===== config.mk =====
export PLATFORM = sky130hd
export DESIGN_NAME = uart_tx_serializer
export DESIGN_NICKNAME = d
export VERILOG_FILES = /design/src/rtl/uart_tx_serializer.sv
export SDC_FILE = /design/constraint.sdc
export NUM_CORES = 1
export LEC_CHECK = 0
export CAP_MARGIN = 15
export CORE_MARGIN = 3
export CORE_UTILIZATION = 57
export CTS_CLUSTER_SIZE = 30
export DETAILED_ROUTE_END_ITERATION = 8
export PLACE_DENSITY = 0.82
export SKIP_LAST_GASP = 1
export SYNTH_ARGS = -nofsm -noshare
export SYNTH_HDL_FRONTEND = slang
export SYNTH_SLANG_ARGS = --single-unit

===== constraint.sdc =====
create_clock -name clk -period 2.7 [get_ports clk]
set_clock_uncertainty 0.1 [all_clocks]
set_input_delay 0.27 -clock clk [delete_from_list [all_inputs] [get_ports clk]]
set_output_delay 0.27 -clock clk [all_outputs]
set_load 0.1 [all_outputs]

===== src/rtl/uart_tx_serializer.sv =====
// UART transmit serializer with a one-entry holding register.
//
// A word offered on in_valid/in_data is captured into the holding register
// whenever it is empty (in_ready high). On the next clk_baud pulse the
// serializer loads the word into its shift register and sends a frame:
// start bit (0), DATA_BITS data bits LSB first, optional parity bit, then
// STOP_BITS stop bits (1). A new word can be taken into the holding register
// mid-frame, and it follows the stop bit(s) directly with no idle bit.
//
// Parameters:
//   DATA_BITS  data bits per frame (5..9)
//   PARITY     0 = none, 1 = even, 2 = odd
//   STOP_BITS  stop bits per frame (1 or 2)
//
// Ports:
//   clk         system clock, all state changes on its rising edge
//   reset       asynchronous active-high reset
//   clk_baud    one-clk-wide enable, one pulse per bit period
//   in_valid    parallel word offered
//   in_data     parallel word
//   in_ready    holding register empty
//   serial_out  registered UART line, idle high
//   busy        a frame is in progress
//   tx_done     one-clk pulse after the edge that ends the last stop bit
module uart_tx_serializer #(
  parameter int unsigned DATA_BITS = 8,
  parameter int unsigned PARITY    = 0,
  parameter int unsigned STOP_BITS = 1
) (
  input  logic                 clk,
  input  logic                 reset,
  input  logic                 clk_baud,
  input  logic                 in_valid,
  input  logic [DATA_BITS-1:0] in_data,
  output logic                 in_ready,
  output logic                 serial_out,
  output logic                 busy,
  output logic                 tx_done
);

  typedef enum logic [2:0] {
    StIdle,
    StStart,
    StData,
    StParity,
    StStop
  } state_e;

  localparam int unsigned   CntW     = 4;
  localparam logic [CntW-1:0] LastBit = CntW'(DATA_BITS - 1);
  localparam logic          LastStop = 1'(STOP_BITS - 1);
  localparam logic          OddPar   = (PARITY == 2);
  localparam logic          HasPar   = (PARITY != 0);

  state_e                 state_q, state_d;
  logic [DATA_BITS-1:0]   hold_data_q, hold_data_d;
  logic                   hold_full_q, hold_full_d;
  logic [DATA_BITS-1:0]   shift_q, shift_d;
  logic                   parity_q, parity_d;
  logic [CntW-1:0]        bit_cnt_q, bit_cnt_d;
  logic                   stop_cnt_q, stop_cnt_d;
  logic                   serial_q, serial_d;
  logic                   done_q, done_d;
  logic                   accept;
  logic                   load;

  // Held low during reset so nothing can be offered into a flop being cleared.
  assign in_ready   = ~hold_full_q & ~reset;
  assign accept     = in_valid & in_ready;
  assign busy       = (state_q != StIdle);
  assign serial_out = serial_q;
  assign tx_done    = done_q;

  always_comb begin
    state_d     = state_q;
    hold_data_d = hold_data_q;
    hold_full_d = hold_full_q;
    shift_d     = shift_q;
    parity_d    = parity_q;
    bit_cnt_d   = bit_cnt_q;
    stop_cnt_d  = stop_cnt_q;
    serial_d    = serial_q;
    done_d      = 1'b0;
    load        = 1'b0;

    if (clk_baud) begin
      case (state_q)
        StIdle: begin
          if (hold_full_q) load = 1'b1;
        end
        StStart: begin
          state_d   = StData;
          bit_cnt_d = '0;
        end
        StData: begin
          shift_d = shift_q >> 1;
          if (bit_cnt_q == LastBit) begin
            state_d    = HasPar ? StParity : StStop;
            stop_cnt_d = 1'b0;
          end else begin
            bit_cnt_d = bit_cnt_q + CntW'(1);
          end
        end
        StParity: begin
          state_d    = StStop;
          stop_cnt_d = 1'b0;
        end
        StStop: begin
          if (stop_cnt_q == LastStop) begin
            done_d = 1'b1;
            // Back-to-back: a held word starts right after the last stop bit.
            if (hold_full_q) load = 1'b1;
            else             state_d = StIdle;
          end else begin
            stop_cnt_d = 1'b1;
          end
        end
        default: state_d = StIdle;
      endcase

      if (load) begin
        state_d    = StStart;
        shift_d    = hold_data_q;
        // Parity is frozen at load time so later in_data changes cannot leak in.
        parity_d   = (^hold_data_q) ^ OddPar;
        bit_cnt_d  = '0;
        stop_cnt_d = 1'b0;
      end

      // Line value for the bit period that starts at this edge.
      case (state_d)
        StStart:  serial_d = 1'b0;
        StData:   serial_d = shift_d[0];
        StParity: serial_d = parity_d;
        default:  serial_d = 1'b1;
      endcase
    end

    // load and accept are mutually exclusive: load needs a full register,
    // accept needs an empty one.
    if (load) hold_full_d = 1'b0;
    if (accept) begin
      hold_full_d = 1'b1;
      hold_data_d = in_data;
    end
  end

  always_ff @(posedge clk or posedge reset) begin
    if (reset) begin
      state_q     <= StIdle;
      hold_data_q <= '0;
      hold_full_q <= 1'b0;
      shift_q     <= '0;
      parity_q    <= 1'b0;
      bit_cnt_q   <= '0;
      stop_cnt_q  <= 1'b0;
      serial_q    <= 1'b1;
      done_q      <= 1'b0;
    end else begin
      state_q     <= state_d;
      hold_data_q <= hold_data_d;
      hold_full_q <= hold_full_d;
      shift_q     <= shift_d;
      parity_q    <= parity_d;
      bit_cnt_q   <= bit_cnt_d;
      stop_cnt_q  <= stop_cnt_d;
      serial_q    <= serial_d;
      done_q      <= done_d;
    end
  end

endmodule


Yosys cells after proc, flatten, opt, wreduce, memory -nomap -nowiden
Cells that the tools add are included.
{"block": "totals", "reg_bits": 28, "latch_bits": 0, "mem_bits_rw": 0, "mem_bits_ro": 0, "input_bits": 12, "memories": 0}
{"block": "classes", "n_addsub": 1, "mul": 0, "div_mod_pow": 0, "n_lt_le_gt_ge": 0, "eq_ne": 10, "shift": 0, "muxes": 27, "n_bitwise": 4, "reduce_logical": 10}
{"cell": "8-bit 2-to-1 mux", "n": 2}
{"cell": "3-bit 2-to-1 mux", "n": 5}
{"cell": "3-bit case mux with 5 select lines", "n": 1}
{"cell": "1-bit 2-to-1 mux", "n": 13}
{"cell": "3-bit by 2-bit == test with 1-bit output, second input constant", "n": 4}
{"cell": "4-bit 2-to-1 mux", "n": 2}
{"cell": "4-bit case mux with 2 select lines", "n": 1}
{"cell": "8-bit XOR reduction", "n": 1}
{"cell": "3-bit by 1-bit == test with 1-bit output, second input constant", "n": 2}
{"cell": "3-bit inequality test, second input constant", "n": 2}
{"cell": "1-bit case mux with 3 select lines", "n": 2}
{"cell": "3-bit AND reduction", "n": 2}
{"cell": "3-bit nonzero test", "n": 2}
{"cell": "4-bit by 1-bit adder with 4-bit output, second input constant", "n": 1}
{"cell": "4-bit by 3-bit == test with 1-bit output, second input constant", "n": 1}
{"cell": "2-bit nonzero test", "n": 2}
{"cell": "4-bit nonzero test", "n": 1}
{"cell": "3-bit == test, second input constant", "n": 1}
{"cell": "3-bit zero test", "n": 1}
{"cell": "1-bit bitwise AND", "n": 2}
{"cell": "1-bit NOT", "n": 2}
{"cell": "1-bit case mux with 2 select lines", "n": 1}
{"cell": "2-bit AND reduction", "n": 1}

Longest topological paths before layout
Gate-level depths: netlist of the first run.
{"block": "depth", "depth_word": 8, "depth_mapped": 6}

Worst setup path before layout of the first run
OpenSTA, ideal clock, no wires.
{"block": "synth_timing", "path_type": "flip-flop to flip-flop", "start": "reg hold_full_q", "end": "reg hold_data_q[0]", "setup_time_ps": 125, "arrival_time_ps": 2469, "path_slack_ps": 6, "path_stages_with_launch": 5, "path_buffers": 1, "period_less_slack_ps": 2694, "cell_sequence": "dfrtp_1 > nor2_1 > and2_1 > buf_2 > mux2_2"}
{"block": "synth_between", "elab_chain_len": 3}
{"item": "from (decl)", "line": "57", "source": "logic hold_full_q, hold_full_d;"}
{"item": "from (signal assigned)", "line": "162", "source": "hold_full_q <= hold_full_d;"}
{"item": "1-bit NOT", "line": "68", "source": "assign in_ready = ~hold_full_q & ~reset;"}
{"item": "1-bit bitwise AND", "line": "68"}
{"item": "named net in_ready", "line": "35", "source": "output logic in_ready,"}
{"item": "1-bit bitwise AND", "line": "69", "source": "assign accept = in_valid & in_ready;"}
{"item": "to (signal assigned)", "line": "161", "source": "hold_data_q <= hold_data_d;"}
{"item": "to (decl)", "line": "56", "source": "logic [DATA_BITS-1:0] hold_data_q, hold_data_d;"}
The timed path passes the listed nets, and every way through them passes these cells.
A chain may end at the register's enable or synchronous reset.

Worst setup path after layout of the first run
{"block": "layout_timing", "start": "reg state_q[1]", "end": "reg shift_q[4]"}
{"block": "layout_between", "elab_chain_len": 5}
{"item": "from (decl)", "line": "55", "source": "state_e state_q, state_d;"}
{"item": "from (signal assigned)", "line": "150", "source": "state_q <= StIdle;"}
{"item": "from (signal assigned)", "line": "160", "source": "state_q <= state_d;"}
{"item": "3-bit == test or 3-bit zero test (tied branches)", "line": "87", "source": "case (state_q)"}
{"item": "1-bit case mux with 2 select lines", "line": "87"}
{"item": "1-bit 2-to-1 mux", "line": "86", "source": "if (clk_baud) begin"}
{"item": "2-bit nonzero test (no line)"}
{"item": "2-bit AND reduction (no line)"}
{"item": "to (signal assigned)", "line": "163", "source": "shift_q <= shift_d;"}
{"item": "to (decl)", "line": "58", "source": "logic [DATA_BITS-1:0] shift_q, shift_d;"}
Several ways; a longest one is shown, not always the timed one. The select of a mux whose other input is x is not followed.

==> results of run 1 <==
==> cell families after synthesis <==
logic type	Yosys count	share of synthesized area
muxes	11	0.09810
buffers and inverters	13	0.05006
adders and majority gates	1	0.01001
and+or+nand+nor	33	0.1492
AOI/OAI and AO/OA	29	0.1712
DFF	26	0.5215
==> state kept, by name, summed over array words and instances (netlist names) <==
signal       flops
serial_out       1
hold_data_q      8
bit_cnt_q        4
tx_done          1
hold_full_q      1
shift_q          8
state_q          3
==> per-layer routing <==
metal | up-vias | track usage
met2 | 14 | 0.3017
met4 | 0 | 0.09787
met5 | - | 0
met1 | 426 | 0.2196
met3 | 4 | 0.03704
li1 | 432 | -
==> power by group <==
group | switching, W | internal [W] | total [W]
sequential | 0.000125 | 0.000549 | 0.000674
clock | 0.000115 | 0.000150 | 0.000265
combinational | 0.000453 | 0.000301 | 0.000754
total | 0.000693 | 0.00100 | 0.00169
==> tightest hold or removal path, delay by kind of cell <==
kind / cells / cell delay [ns]
buf+inv: 3 / 0.78
==> path summary, 6_finish.rpt <==
| kind | start | to | slack (ns) | cells after the start |
|---|---|---|---|---|
| setup reg to reg | state_q[1] | shift_q[4] | 0.83 | 3 |
| max in group asynchronous | reset | serial_out | 2.00 | 3 |
| hold / removal | reset | state_q[2] | 0.21 | 3 |
| setup / recovery | state_q[1] | shift_q[4] | 0.83 | 3 |
| hold reg to reg | serial_out | serial_out | 0.40 | 2 |
| min in group clk | serial_out | serial_out | 0.40 | 2 |
==> area by class of cell <==
cell class	instances	area, µm²
Clock buffer	3	22.52
Clock inverter	1	30.03
Fill cell	149	566.8
Inverter	7	26.28
Multi-Input combinational cell	74	535.5
Sequential cell	26	651.9
Tap cell	27	33.78
Timing Repair Buffer	17	155.1
==> cell usage after synthesis, types with 2 or more instances <==
cell      number  area share
o211ai_1       3       0.018
clkbuf_1       2      0.0060
nand3_1        2      0.0080
nor2_1         5       0.015
nor3b_2        2       0.020
nor2b_1        2       0.010
dfrtp_1       25        0.50
mux2_2        10       0.090
nand2b_1       2       0.010
a22oi_1        6       0.036
buf_2          2      0.0080
a32o_1         3       0.024
nand2_1       12       0.036
inv_1          7       0.021
o21ai_0        9       0.036
==> stage by stage <==
stage                     power [W]  cell area [µm²]    util  instances  setup slack [ns]
final                      0.001693             1455  0.7197        155            0.8319
after global routing       0.001814             1455  0.7197        155            0.6688
after CTS                  0.001707             1455  0.7197        155            0.8501
after detailed placement   0.001439             1403  0.6937        151            0.7351
after global placement     0.001411             1403  0.6937        151            0.7763
after floorplan            0.001296             1250       -        113          0.005719
==> impl_metrics.toml, run 1 <==
[status]
status = "finished, final reports clean"

[cells_and_area]
drive_above_1_share = 0.2109
area_growth_pct = 16.42
final_cell_mix = "25 x dfrtp_1, 12 x nand2_1, 11 x clkdlybuf4s50_1"
num_antenna_cells = 0
final_common_cell = "dfrtp_1"
final_nets = 142

[synthesis]
netlist_area_um2 = 1250
async_flop_share = 1.000
synth-edff-count = 0
yosysWarnings = 0
synth-main-ff-cell = "dfrtp_1"
ys_seq_elements = 26
syn_nets = 126
synth_cells = 113
synth_area_per_cell_um2 = 11.06
seq_area_frac_synth = 0.5215
synth_cell_types = 36

[critical_path]
crit_family = "compound AO/OA/AOI/OAI gates"
start_kind = "register"
arrival_ns = 1.95
cp.required_ns = 2.78
cp_slowest_cell = "o211ai_1"
critPathKind = "register to register"
max_stage_delay_ns = 0.66
worstPathMaxFanout = 13
path_buf_inv = 0
crit_chain = "and2b_1, o211ai_1, o21ai_0"
cp-end-kind = "register"

[sta]
max_freq_mhz = 535.3
timing.final.crit_period_ns = 1.868
finalCritPeriodShare = 0.6919
worst_slew_pin_slew_ns = 0.8327
hold_viol = 0
rsz0062_at_grt = "no"
hold_slack_ns = 0.2078
tns_ns = 0
slew_viol_final = 0
slew_headroom = 0.4424
setup_viol_count_final = 0

[floorplan]
core_um2 = 2022
dieArea_um2 = 2791
io_pins = 16
dieWidth_um = 52.83
fp-row-count = 16
initial_utilization = 0.6182
die_y_um = 52.83

[power_and_ir_drop]
vdd_ir_drop_max_mv = 0.8107
leakagePower_nw = 0.6428
cellPowerDensity_nw_per_um2 = 1163

[clock_tree]
cts.reportedPaths.clkPinSlew_ns = 0.14
cts-resized-gates = 0
cts_made_buffers = 3
hold_buffers = 0
cts_setup_buffers = 0
cts_tree = "done"
htree_num_levels = 1
cts.sinks = 26
cts_buffer_depth = 2
cts-root-buf = "clkbuf_4"
clk_latency_ns = 0.32

[placed_design]
hpwlAfterDp_um = 1525
place.gp.congestion = 0.8044
port_buffers = 15

[global_routing]
grt_antenna_before_repair = 0
globalRouteOverflowTotal = 0
first_global_vias = 831
grtUsageTotal = 0.1820
grt_pass1_wl_um = 3636
grt_max_degree = 27

[routing]
firstDrtPassIters = 4
wl_met2_um = 1095
top_layer_used = "met4"
post_drt_wl_per_cell_um = 13.92
wl_met1_um = 966
drc = 0
drt_wl_total_um = 2158
route.met3.wl_um = 64
vias_per_cell = 5.652
postRouteAntennaNets = 0
vias = 876
drtIter0Drc = 17

[hold_path]
hp-class = "input port to asynchronous set/reset pin"

[run]
cap_violations = 0
No activity file was read; power rests on OpenSTA's default activity.
==> run 2: changes to the inputs <==
--- a/config.mk
+++ b/config.mk
@@ -7,10 +7,10 @@
 export LEC_CHECK = 0
 export CAP_MARGIN = 15
 export CORE_MARGIN = 3
-export CORE_UTILIZATION = 57
+export CORE_UTILIZATION = 48
 export CTS_CLUSTER_SIZE = 30
 export DETAILED_ROUTE_END_ITERATION = 8
-export PLACE_DENSITY = 0.82
+export PLACE_DENSITY = 0.74
 export SKIP_LAST_GASP = 1
 export SYNTH_ARGS = -nofsm -noshare
 export SYNTH_HDL_FRONTEND = slang
==> constraint.sdc (replaced) <==
create_clock -name clk -period 1.7 [get_ports clk]
set_clock_uncertainty 0.1 [all_clocks]
set_input_delay 0.17 -clock clk [delete_from_list [all_inputs] [get_ports clk]]
set_output_delay 0.17 -clock clk [all_outputs]
set_load 0.1 [all_outputs]
==> run 2 against run 1 <==
Effect of this change:
- cell count rose by 7.1%
- highest routed layer unchanged
- via count is 8.8% higher
- register-to-register slack worse by 0.77 ns
- worst hold slack got worse by 0.20 ns
- sequential power up 56%
- global-route usage decreased by 1.4 points
- wire length rose by 12%
- flip-flop and latch count stayed put
- power is 77% higher
==> impl_metrics.toml, run 2 (synthesis gave the netlist of run 1 again) <==
[cells_and_area]
area_growth_pct = 27.83
reg_top3 = "hold_data_q: 8 flops, shift_q: 8 flops, bit_cnt_q: 4 flops"
final_cell_mix = "24 x dfrtp_1, 12 x nand2_1, 12 x buf_4"
drive_above_1_share = 0.2971
final_common_cell = "dfrtp_1"
final_core_util = 0.6829
final_nets = 152
num_antenna_cells = 0

[floorplan]
dieArea_um2 = 3252
initial_utilization = 0.5342
core_um2 = 2340
io_pins = 16
dieWidth_um = 57.03
fp-row-count = 17
die_y_um = 57.03

[critical_path]
worstPathMaxFanout = 4
critPathKind = "register to register"
cp-end-kind = "register"
worstRegToRegCells = 5
crit_family = "compound AO/OA/AOI/OAI gates"
crit_chain = "ha_1, and3b_1, o22ai_2, o311ai_1, a32o_1"
arrival_ns = 1.75
max_stage_delay_ns = 0.42
cp_slowest_cell = "dfrtp_1"
regToRegStartpoint = "bit_cnt_q[0]"
start_kind = "register"
cp.required_ns = 1.81
path_buf_inv = 0
r2r-end = "bit_cnt_q[2]"
reg2reg_slack_ns = 0.06

[power_and_ir_drop]
vdd_ir_drop_max_mv = 1.772
leakagePower_nw = 0.7087
cellPowerDensity_nw_per_um2 = 1870

[clock_tree]
cts.sinks = 26
htree_num_levels = 1
clk_latency_ns = 0.32
cts_tree = "done"
cts.reportedPaths.clkPinSlew_ns = 0.13
hold_buffers = 0
cts_made_buffers = 3
cts-root-buf = "clkbuf_4"
cts_buffer_depth = 2

[routing]
vias_per_cell = 5.741
postRouteAntennaNets = 0
drc = 0
vias = 953
post_drt_wl_per_cell_um = 14.54
firstDrtPassIters = 4
drt_wl_total_um = 2413
drtIter0Drc = 31

[placed_design]
place.gp.congestion = 0.8004
hpwlAfterDp_um = 1787
port_buffers = 15

[sta]
max_freq_mhz = 610.4
hold_viol = 0
tns_ns = 0
setup_viol_count_final = 0
slew_viol_final = 0
finalCritPeriodShare = 0.9637
slew_headroom = 0.7219
worst_slew_pin_slew_ns = 0.4172
timing.final.crit_period_ns = 1.638
hold_slack_ns = 0.004796

[global_routing]
grt_pass1_wl_um = 4222
first_global_vias = 970
grtUsageTotal = 0.1680
globalRouteOverflowTotal = 0
grt_antenna_before_repair = 0
grt_max_degree = 24

[run]
cap_violations = 0

[status]
status = "finished, final reports clean"

[hold_path]
hp-class = "input port to asynchronous set/reset pin"
## run 2: changes by cell type in the layout (fill, tap and decap cells not counted), sizes merged
cell / before / now
buf: 6 / 16
## run 2: routing by layer
layer,up-vias,track usage,share of wire
li1,455,-,-
met3,4,0.05430,0.058
met4,0,0.06623,0.0087
met1,469,0.1907,0.40
met2,25,0.2920,0.54
met5,-,0,0
## run 2: worst max path at each step
stage / startpoint / endpoint / slack (ns) / cells past startpoint
final: bit_cnt_q[0] / bit_cnt_q[2] / 0.06 / 5
after global routing: bit_cnt_q[0] / bit_cnt_q[2] / -0.01 / 5
after CTS: hold_full_q / bit_cnt_q[2] / 0.01 / 4
after detailed placement: reset / hold_data_q[1] / -0.08 / 4
after global placement: reset / hold_data_q[3] / -0.02 / 4
after floorplan: hold_full_q / hold_data_q[0] / -0.11 / 4
## run 2: report_power, final
| group | switching [W] | total [W] | internal [W] | leakage, nW |
|---|---|---|---|---|
| clock | 0.000173 | 0.000411 | 0.000238 | 0.0279 |
| combinational | 0.000828 | 0.00153 | 0.000697 | 0.351 |
| sequential | 0.000177 | 0.00105 | 0.000876 | 0.330 |
| total | 0.00118 | 0.00299 | 0.00181 | 0.709 |
## run 2: cell type report
class | instances | area, µm²
Clock inverter | 1 | 30.03
Timing Repair Buffer | 27 | 280.3
Clock buffer | 3 | 22.52
Tap cell | 28 | 35.03
Sequential cell | 26 | 653.1
Inverter | 7 | 26.28
Fill cell | 196 | 742.0
Multi-Input combinational cell | 74 | 550.5
## run 2: metrics by stage
step | std cells | total power [W] | cell area (µm²) | setup slack, ns
2_1_floorplan | 113 | 0.002073 | 1264 | -0.1086
3_3_place_gp | 160 | 0.002466 | 1521 | -0.02097
3_5_place_dp | 160 | 0.002528 | 1521 | -0.07601
4_1_cts | 164 | 0.002942 | 1574 | 0.01407
5_1_grt | 166 | 0.003204 | 1598 | -0.009964
6_report | 166 | 0.002988 | 1598 | 0.06166
## run 2: repair_timing
item,CTS,global route
setup endpoints to repair,0,6
gates resized for setup,0,3
setup buffers,0,2
==> run 3: changes to the inputs <==
--- a/config.mk
+++ b/config.mk
@@ -10,6 +10,7 @@
 export CORE_UTILIZATION = 48
 export CTS_CLUSTER_SIZE = 30
 export DETAILED_ROUTE_END_ITERATION = 8
+export GPL_ROUTABILITY_DRIVEN = 1
 export PLACE_DENSITY = 0.74
 export SKIP_LAST_GASP = 1
 export SYNTH_ARGS = -nofsm -noshare
==> results of run 3 <==
Final layout, timing and power as in run 2 (identical DEF).
